**src/rtl/multicycle_ctrl.sv**
```systemverilog
// Multicycle control FSM for the 32-bit MIPS-subset datapath.
// Define MULTICYCLE_CTRL_PERF_EN to add retired-instruction and cycle counters.
module multicycle_ctrl #(
  parameter int MEM_LAT     = 1,
  parameter bit TRAP_STICKY = 1'b1
) (
  input  logic       clk,
  input  logic       reset,
  input  logic [5:0] opcode,
  input  logic [5:0] funct,
  input  logic       zero,
  output logic       pc_write,
  output logic       ir_write,
  output logic [2:0] iord,
  output logic       mem_write,
  output logic       load_a,
  output logic       load_b,
  output logic       load_aluout,
  output logic [2:0] alu_src_a,
  output logic [2:0] alu_src_b,
  output logic [2:0] alu_op,
  output logic [1:0] pc_src,
  output logic       reg_write,
  output logic [2:0] reg_dst,
  output logic [4:0] mem_to_reg,
  output logic       illegal,
  output logic [3:0] state
`ifdef MULTICYCLE_CTRL_PERF_EN
  ,
  output logic [31:0] instr_count,
  output logic [31:0] cycle_count
`endif
);

  typedef enum logic [3:0] {
    S_FETCH    = 4'd0,
    S_DECODE   = 4'd1,
    S_EXEC_R   = 4'd2,
    S_EXEC_I   = 4'd3,
    S_MEM_ADDR = 4'd4,
    S_MEM_RD   = 4'd5,
    S_MEM_WR   = 4'd6,
    S_WB       = 4'd7,
    S_BRANCH   = 4'd8,
    S_JUMP     = 4'd9,
    S_TRAP     = 4'd10
  } state_e;

  typedef enum logic [3:0] {
    C_NONE, C_ADD, C_SUB, C_AND, C_OR, C_SLT,
    C_ADDI, C_LW, C_SW, C_BEQ, C_BNE, C_J
  } cls_e;

  localparam logic [3:0] LAT_M1 = 4'(MEM_LAT - 1);

  state_e     state_q, state_d;
  cls_e       cls_q, cls_d, dec_cls;
  logic [3:0] cnt_q, cnt_d;

  always_comb begin
    dec_cls = C_NONE;
    case (opcode)
      6'h00: begin
        case (funct)
          6'h20:   dec_cls = C_ADD;
          6'h22:   dec_cls = C_SUB;
          6'h24:   dec_cls = C_AND;
          6'h25:   dec_cls = C_OR;
          6'h2A:   dec_cls = C_SLT;
          default: dec_cls = C_NONE;
        endcase
      end
      6'h08:   dec_cls = C_ADDI;
      6'h23:   dec_cls = C_LW;
      6'h2B:   dec_cls = C_SW;
      6'h04:   dec_cls = C_BEQ;
      6'h05:   dec_cls = C_BNE;
      6'h02:   dec_cls = C_J;
      default: dec_cls = C_NONE;
    endcase
  end

  always_comb begin
    state_d     = state_q;
    cls_d       = cls_q;
    cnt_d       = cnt_q;
    pc_write    = 1'b0;
    ir_write    = 1'b0;
    iord        = 3'd0;
    mem_write   = 1'b0;
    load_a      = 1'b0;
    load_b      = 1'b0;
    load_aluout = 1'b0;
    alu_src_a   = 3'd0;
    alu_src_b   = 3'd0;
    alu_op      = 3'd0;
    pc_src      = 2'd0;
    reg_write   = 1'b0;
    reg_dst     = 3'd0;
    mem_to_reg  = 5'd0;
    illegal     = 1'b0;
    case (state_q)
      S_FETCH: begin
        ir_write  = 1'b1;
        pc_write  = 1'b1;
        alu_src_b = 3'd1;
        alu_op    = 3'd1;
        state_d   = S_DECODE;
      end
      S_DECODE: begin
        load_a      = 1'b1;
        load_b      = 1'b1;
        alu_src_b   = 3'd3;
        alu_op      = 3'd1;
        load_aluout = 1'b1;
        cls_d       = dec_cls;
        case (dec_cls)
          C_ADD, C_SUB, C_AND, C_OR, C_SLT: state_d = S_EXEC_R;
          C_ADDI:                           state_d = S_EXEC_I;
          C_LW, C_SW:                       state_d = S_MEM_ADDR;
          C_BEQ, C_BNE:                     state_d = S_BRANCH;
          C_J:                              state_d = S_JUMP;
          default:                          state_d = S_TRAP;
        endcase
      end
      S_EXEC_R: begin
        alu_src_a   = 3'd1;
        load_aluout = 1'b1;
        case (cls_q)
          C_ADD:   alu_op = 3'd1;
          C_SUB:   alu_op = 3'd2;
          C_AND:   alu_op = 3'd3;
          C_OR:    alu_op = 3'd4;
          C_SLT:   alu_op = 3'd5;
          default: alu_op = 3'd0;
        endcase
        state_d = S_WB;
      end
      S_EXEC_I: begin
        alu_src_a   = 3'd1;
        alu_src_b   = 3'd2;
        alu_op      = 3'd1;
        load_aluout = 1'b1;
        state_d     = S_WB;
      end
      S_MEM_ADDR: begin
        alu_src_a   = 3'd1;
        alu_src_b   = 3'd2;
        alu_op      = 3'd1;
        load_aluout = 1'b1;
        cnt_d       = 4'd0;
        state_d     = (cls_q == C_LW) ? S_MEM_RD : S_MEM_WR;
      end
      S_MEM_RD: begin
        iord = 3'd1;
        if (cnt_q == LAT_M1) begin
          cnt_d   = 4'd0;
          state_d = S_WB;
        end else begin
          cnt_d = cnt_q + 4'd1;
        end
      end
      S_MEM_WR: begin
        iord      = 3'd1;
        mem_write = 1'b1;
        if (cnt_q == LAT_M1) begin
          cnt_d   = 4'd0;
          state_d = S_FETCH;
        end else begin
          cnt_d = cnt_q + 4'd1;
        end
      end
      S_WB: begin
        reg_write  = 1'b1;
        reg_dst    = (cls_q == C_ADDI || cls_q == C_LW) ? 3'd1 : 3'd0;
        mem_to_reg = (cls_q == C_LW) ? 5'd1 : 5'd0;
        state_d    = S_FETCH;
      end
      S_BRANCH: begin
        alu_src_a = 3'd1;
        alu_op    = 3'd2;
        pc_src    = 2'd1;
        pc_write  = (cls_q == C_BNE) ? ~zero : zero;
        state_d   = S_FETCH;
      end
      S_JUMP: begin
        pc_src   = 2'd2;
        pc_write = 1'b1;
        state_d  = S_FETCH;
      end
      S_TRAP: begin
        illegal = 1'b1;
        state_d = TRAP_STICKY ? S_TRAP : S_FETCH;
      end
      default: state_d = S_FETCH;
    endcase
    // Reset kills every strobe combinationally so an interrupted write never lands.
    if (reset) begin
      pc_write    = 1'b0;
      ir_write    = 1'b0;
      iord        = 3'd0;
      mem_write   = 1'b0;
      load_a      = 1'b0;
      load_b      = 1'b0;
      load_aluout = 1'b0;
      alu_src_a   = 3'd0;
      alu_src_b   = 3'd0;
      alu_op      = 3'd0;
      pc_src      = 2'd0;
      reg_write   = 1'b0;
      reg_dst     = 3'd0;
      mem_to_reg  = 5'd0;
      illegal     = 1'b0;
    end
  end

  always_ff @(posedge clk) begin
    if (reset) begin
      state_q <= S_FETCH;
      cls_q   <= C_NONE;
      cnt_q   <= 4'd0;
    end else begin
      state_q <= state_d;
      cls_q   <= cls_d;
      cnt_q   <= cnt_d;
    end
  end

  assign state = state_q;

`ifdef MULTICYCLE_CTRL_PERF_EN
  logic retire;
  assign retire = (state_d == S_FETCH) &&
                  (state_q == S_WB || state_q == S_BRANCH ||
                   state_q == S_JUMP || state_q == S_MEM_WR);

  always_ff @(posedge clk) begin
    if (reset) begin
      instr_count <= 32'd0;
      cycle_count <= 32'd0;
    end else begin
      cycle_count <= cycle_count + 32'd1;
      if (retire) instr_count <= instr_count + 32'd1;
    end
  end
`endif

endmodule

```
**config.mk**
```make
export PLATFORM = sky130hd
export DESIGN_NAME = multicycle_ctrl
export DESIGN_NICKNAME = d
export VERILOG_FILES = /design/src/rtl/multicycle_ctrl.sv
export SDC_FILE = /design/constraint.sdc
export NUM_CORES = 1
export LEC_CHECK = 0
export BUFFER_PORTS_ARGS = -buffer_cell sky130_fd_sc_hd__buf_2
export CAP_MARGIN = 15
export CORE_ASPECT_RATIO = 1.75
export CORE_MARGIN = 4
export CORE_UTILIZATION = 30
export DETAILED_ROUTE_END_ITERATION = 10
export PLACE_DENSITY = 0.5
export SYNTH_ARGS = -nofsm -noshare
export SYNTH_HDL_FRONTEND = slang
export SYNTH_SLANG_ARGS = --single-unit
```
**constraint.sdc**
```tcl
create_clock -name clk -period 3.98 [get_ports clk]
set_input_delay 0.199 -clock clk [delete_from_list [all_inputs] [get_ports clk]]
set_output_delay 0.199 -clock clk [all_outputs]
set_load 0.02 [all_outputs]
```
==> results.txt <==
Status -> finished, final reports clean
Top post-synthesis cells by area -> dfxtp_1 19%, buf_4 7.8%, nor2_1 5.7%, a21oi_1 5.2%, nor3_1 5.2%
Hold Path Origin -> opcode[4]
H-tree depth -> 1
Initial antenna violation count -> 0
Critical Path Fanout Max -> 18
Post-synthesis register bit count -> 12
DR iter-0 viols -> 24
Worst-Margin Slew -> 0.667 ns
Postcts setup bufs -> 0
Sequential cell area fraction in the yosys report -> 19.2%
Internal Power -> 0.375 mW
Pleak -> 0.615 nW
Final instance area -> 1430 um^2
Slew Limit Fails -> 0
Layout cells sized above 1 -> 22.2%
Placed cell area -> 1390 um^2
# hold bufs at CTS -> 0
EDFF count, synth -> 0
Largest stage delay, worst path -> 0.71 ns
R2r setup slk -> 1.99 ns
Sw Pwr -> 0.360 mW
Number of buffers created by CTS -> 3
Gate power share -> 52.0%
WL/cell -> 13.5 um
Synth Warn # -> 0
Buffer type at the clock tree root -> clkbuf_8
Min-Delay Endpoint -> state[2]$_SDFFE_PP0P_
Worst Setup End Kind -> output pin
Final hold vios -> 0
Met2 routed WL -> 1.79 mm
Min-delay worst type -> primary input to register
CTS tree -> built
Post-synthesis cell type count -> 44
Die Wd -> 56.8 um
Vias per inst -> 5.08
Vias -> 1276
Commonest cells in the synthesized netlist -> 19 x nor2_1, 13 x a21oi_1, 13 x buf_4, 13 x nor3_1, 12 x dfxtp_1
Sink Count -> 12
Antenna Violating Nets Remaining -> 0
Crit path max-delay family -> simple AND/OR/NAND/NOR gates
Worst Setup Path Type -> register to output pin
M1 WL -> 1.32 mm
VDD IR max -> 0.208 mV
Starting density of the core -> 31.7%
Worst R2R Path Depth -> 4
Total track usage -> 13.0%
Overflow after GRT -> 0
Number of global-route vias before repair -> 1228
Cells after Synth -> 177
Layout Nets -> 222
CP startpoint kind -> register
Rel. slew slack -> 54.9%
Height of the die -> 93.4 um
Slowest CP cell -> dfxtp_1
FF-to-FF End -> cnt_q[2]$_SDFFE_PP0P_
Port bufs -> 37
Clock power share -> 15.5%
Highest metal used -> met4
Max Cap Viol -> 0
Seq pwr share -> 32.5%
Final period utilization -> 54.8%
Syn-to-layout area delta -> 14.5%
Full die area -> 5300 um^2
Fin Setup TNS -> 0 ns
Worst hold path depth -> 2
DRC violations left -> 0
Global-route wire length before repair -> 5.49 mm
Clock slew at reported path FFs -> 0.05 ns
Drt first pass iters -> 4
Final min period -> 2.18 ns
N_diodes -> 0
Yosys top cell area share -> 19.2%
Area leader, netlist -> dfxtp_1
Crit path buf inv count -> 1
Routed Wire Length -> 3.40 mm
Mapped Area -> 1250 um^2
GPL Wtd Cong -> 0.838
Clk buf depth -> 2
Hpwl dp -> 2.67 mm
Clk_skew -> 0.00405 ns
Met3 WL -> 197 um
Fillers -> 453
Req. time, crit path -> 3.78 ns
Io pins -> 49
Setup Viol. Count Final -> 0
Cell Pwr Density -> 514 nW/um^2
Commonest register cell after synthesis -> dfxtp_1
Fmax -> 458 MHz
Largest net degree at the start of global routing -> 20
Core area -> 3940 um^2
Clk_lat worst skew -> 0.25 ns
RR Startpoint -> state[2]$_SDFFE_PP0P_
Cts repair resizes -> 0
Post-synthesis async set-or-reset flop share -> 0%
RSZ-0062 raised after global routing -> false
Critical-path cell list -> nand2b_1 > nor3_1 > and3_1 > and2_1 > buf_2
Site Rows -> 30
Crit path DAT -> 1.98 ns
Design Power -> 0.735 mW
Syn_area_per_cell -> 7.06 um^2
Most common cell in the netlist -> nor2_1
Switching Share -> 49.0%
-- kinds of logic (layout without fill, tap and decap cells) --
kind of cell	count (synthesis)	after routing	share of synthesized area, %
XOR/XNOR	8	8	5.61
flip-flops	12	12	19.2
buffers and inverters	29	45	12.9
multiplexers	3	3	2.40
other	1	11	0.300
AND/OR/NAND/NOR	82	82	36.9
adder cells (fa/ha/maj)	2	2	2.00
AO/OA/AOI/OAI	40	40	20.6
-- power groups by stage --
stage          combinational [mW]  clock (mW)  sequential, mW
6_report                    0.382       0.114           0.239
5_1_grt                     0.426       0.122           0.251
4_1_cts                     0.389       0.117           0.238
3_5_place_dp                0.387           0           0.241
3_3_place_gp                0.389           0           0.241
2_1_floorplan               0.331           0           0.202
-- routing by layer --
layer / track usage, % / up-vias
met5: 0 / -
met4: 6.58 / 0
met3: 1.66 / 5
met2: 24.2 / 46
met1: 13.9 / 565
li1: - / 660
-- through the flow --
stage / utilization (%) / hold slack (ns) / cells / worst slack [ns]
global placement: 35.3 / 0.493 / 248 / 2.07
global route: 36.3 / 0.260 / 251 / 1.65
finish: 36.3 / 0.260 / 251 / 1.80
CTS: 36.3 / 0.246 / 251 / 1.80
floorplan: - / 0.301 / 187 / 1.89
detailed placement: 35.3 / 0.493 / 248 / 2.02
-- worst max-delay path by stage --
stage / from / endpoint / slack [ns] / cells past startpoint
after floorplan: state[2]$_SDFFE_PP0P_ / mem_to_reg[0] / 1.89 / 5
after global placement: state[2]$_SDFFE_PP0P_ / cnt_q[2]$_SDFFE_PP0P_ / 2.07 / 4
after detailed placement: state[2]$_SDFFE_PP0P_ / cnt_q[2]$_SDFFE_PP0P_ / 2.02 / 4
after CTS: state[2]$_SDFFE_PP0P_ / mem_to_reg[0] / 1.80 / 5
after global routing: state[2]$_SDFFE_PP0P_ / mem_to_reg[0] / 1.65 / 5
final: state[2]$_SDFFE_PP0P_ / mem_to_reg[0] / 1.80 / 5
-- worst reg2reg max path, delay by kind of cell, from the launching register on --
family	cells	cell delay [ns]
DFF	1	0.71
and+or+nand+nor	3	1.08
AOI/OAI and AO/OA	1	0.14
-- layout make-up --
cell class | count | area [um^2] | area share (%)
tap | 48 | 60.1 | 4.20
multi-input combinational | 146 | 886 | 61.9
clock buffer | 3 | 41.3 | 2.88
inverter | 5 | 18.8 | 1.31
timing repair buffer | 37 | 185 | 12.9
sequential | 12 | 240 | 16.8
-- sequential cells by signal (all words and copies together), names as in the netlist --
register,count
cls_q,4
cnt_q,4
state,4
-- layout by cell type, fill, tap and decap left out, types with 3 or more instances in the layout --
master,n
a21oi_1,13
buf_2,37
clkbuf_8,3
conb_1,11
dfxtp_1,12
inv_1,5
mux2i_1,3
nand2_1,8
nand2b_1,8
nand3b_1,3
nor2_1,19
nor2b_1,4
nor3_1,13
nor3b_1,3
nor4_1,4
nor4bb_1,3
o21a_1,3
o21ai_0,7
or3_1,3
xnor2_1,5
xor2_1,3
Power figures use the tool's default switching activity.
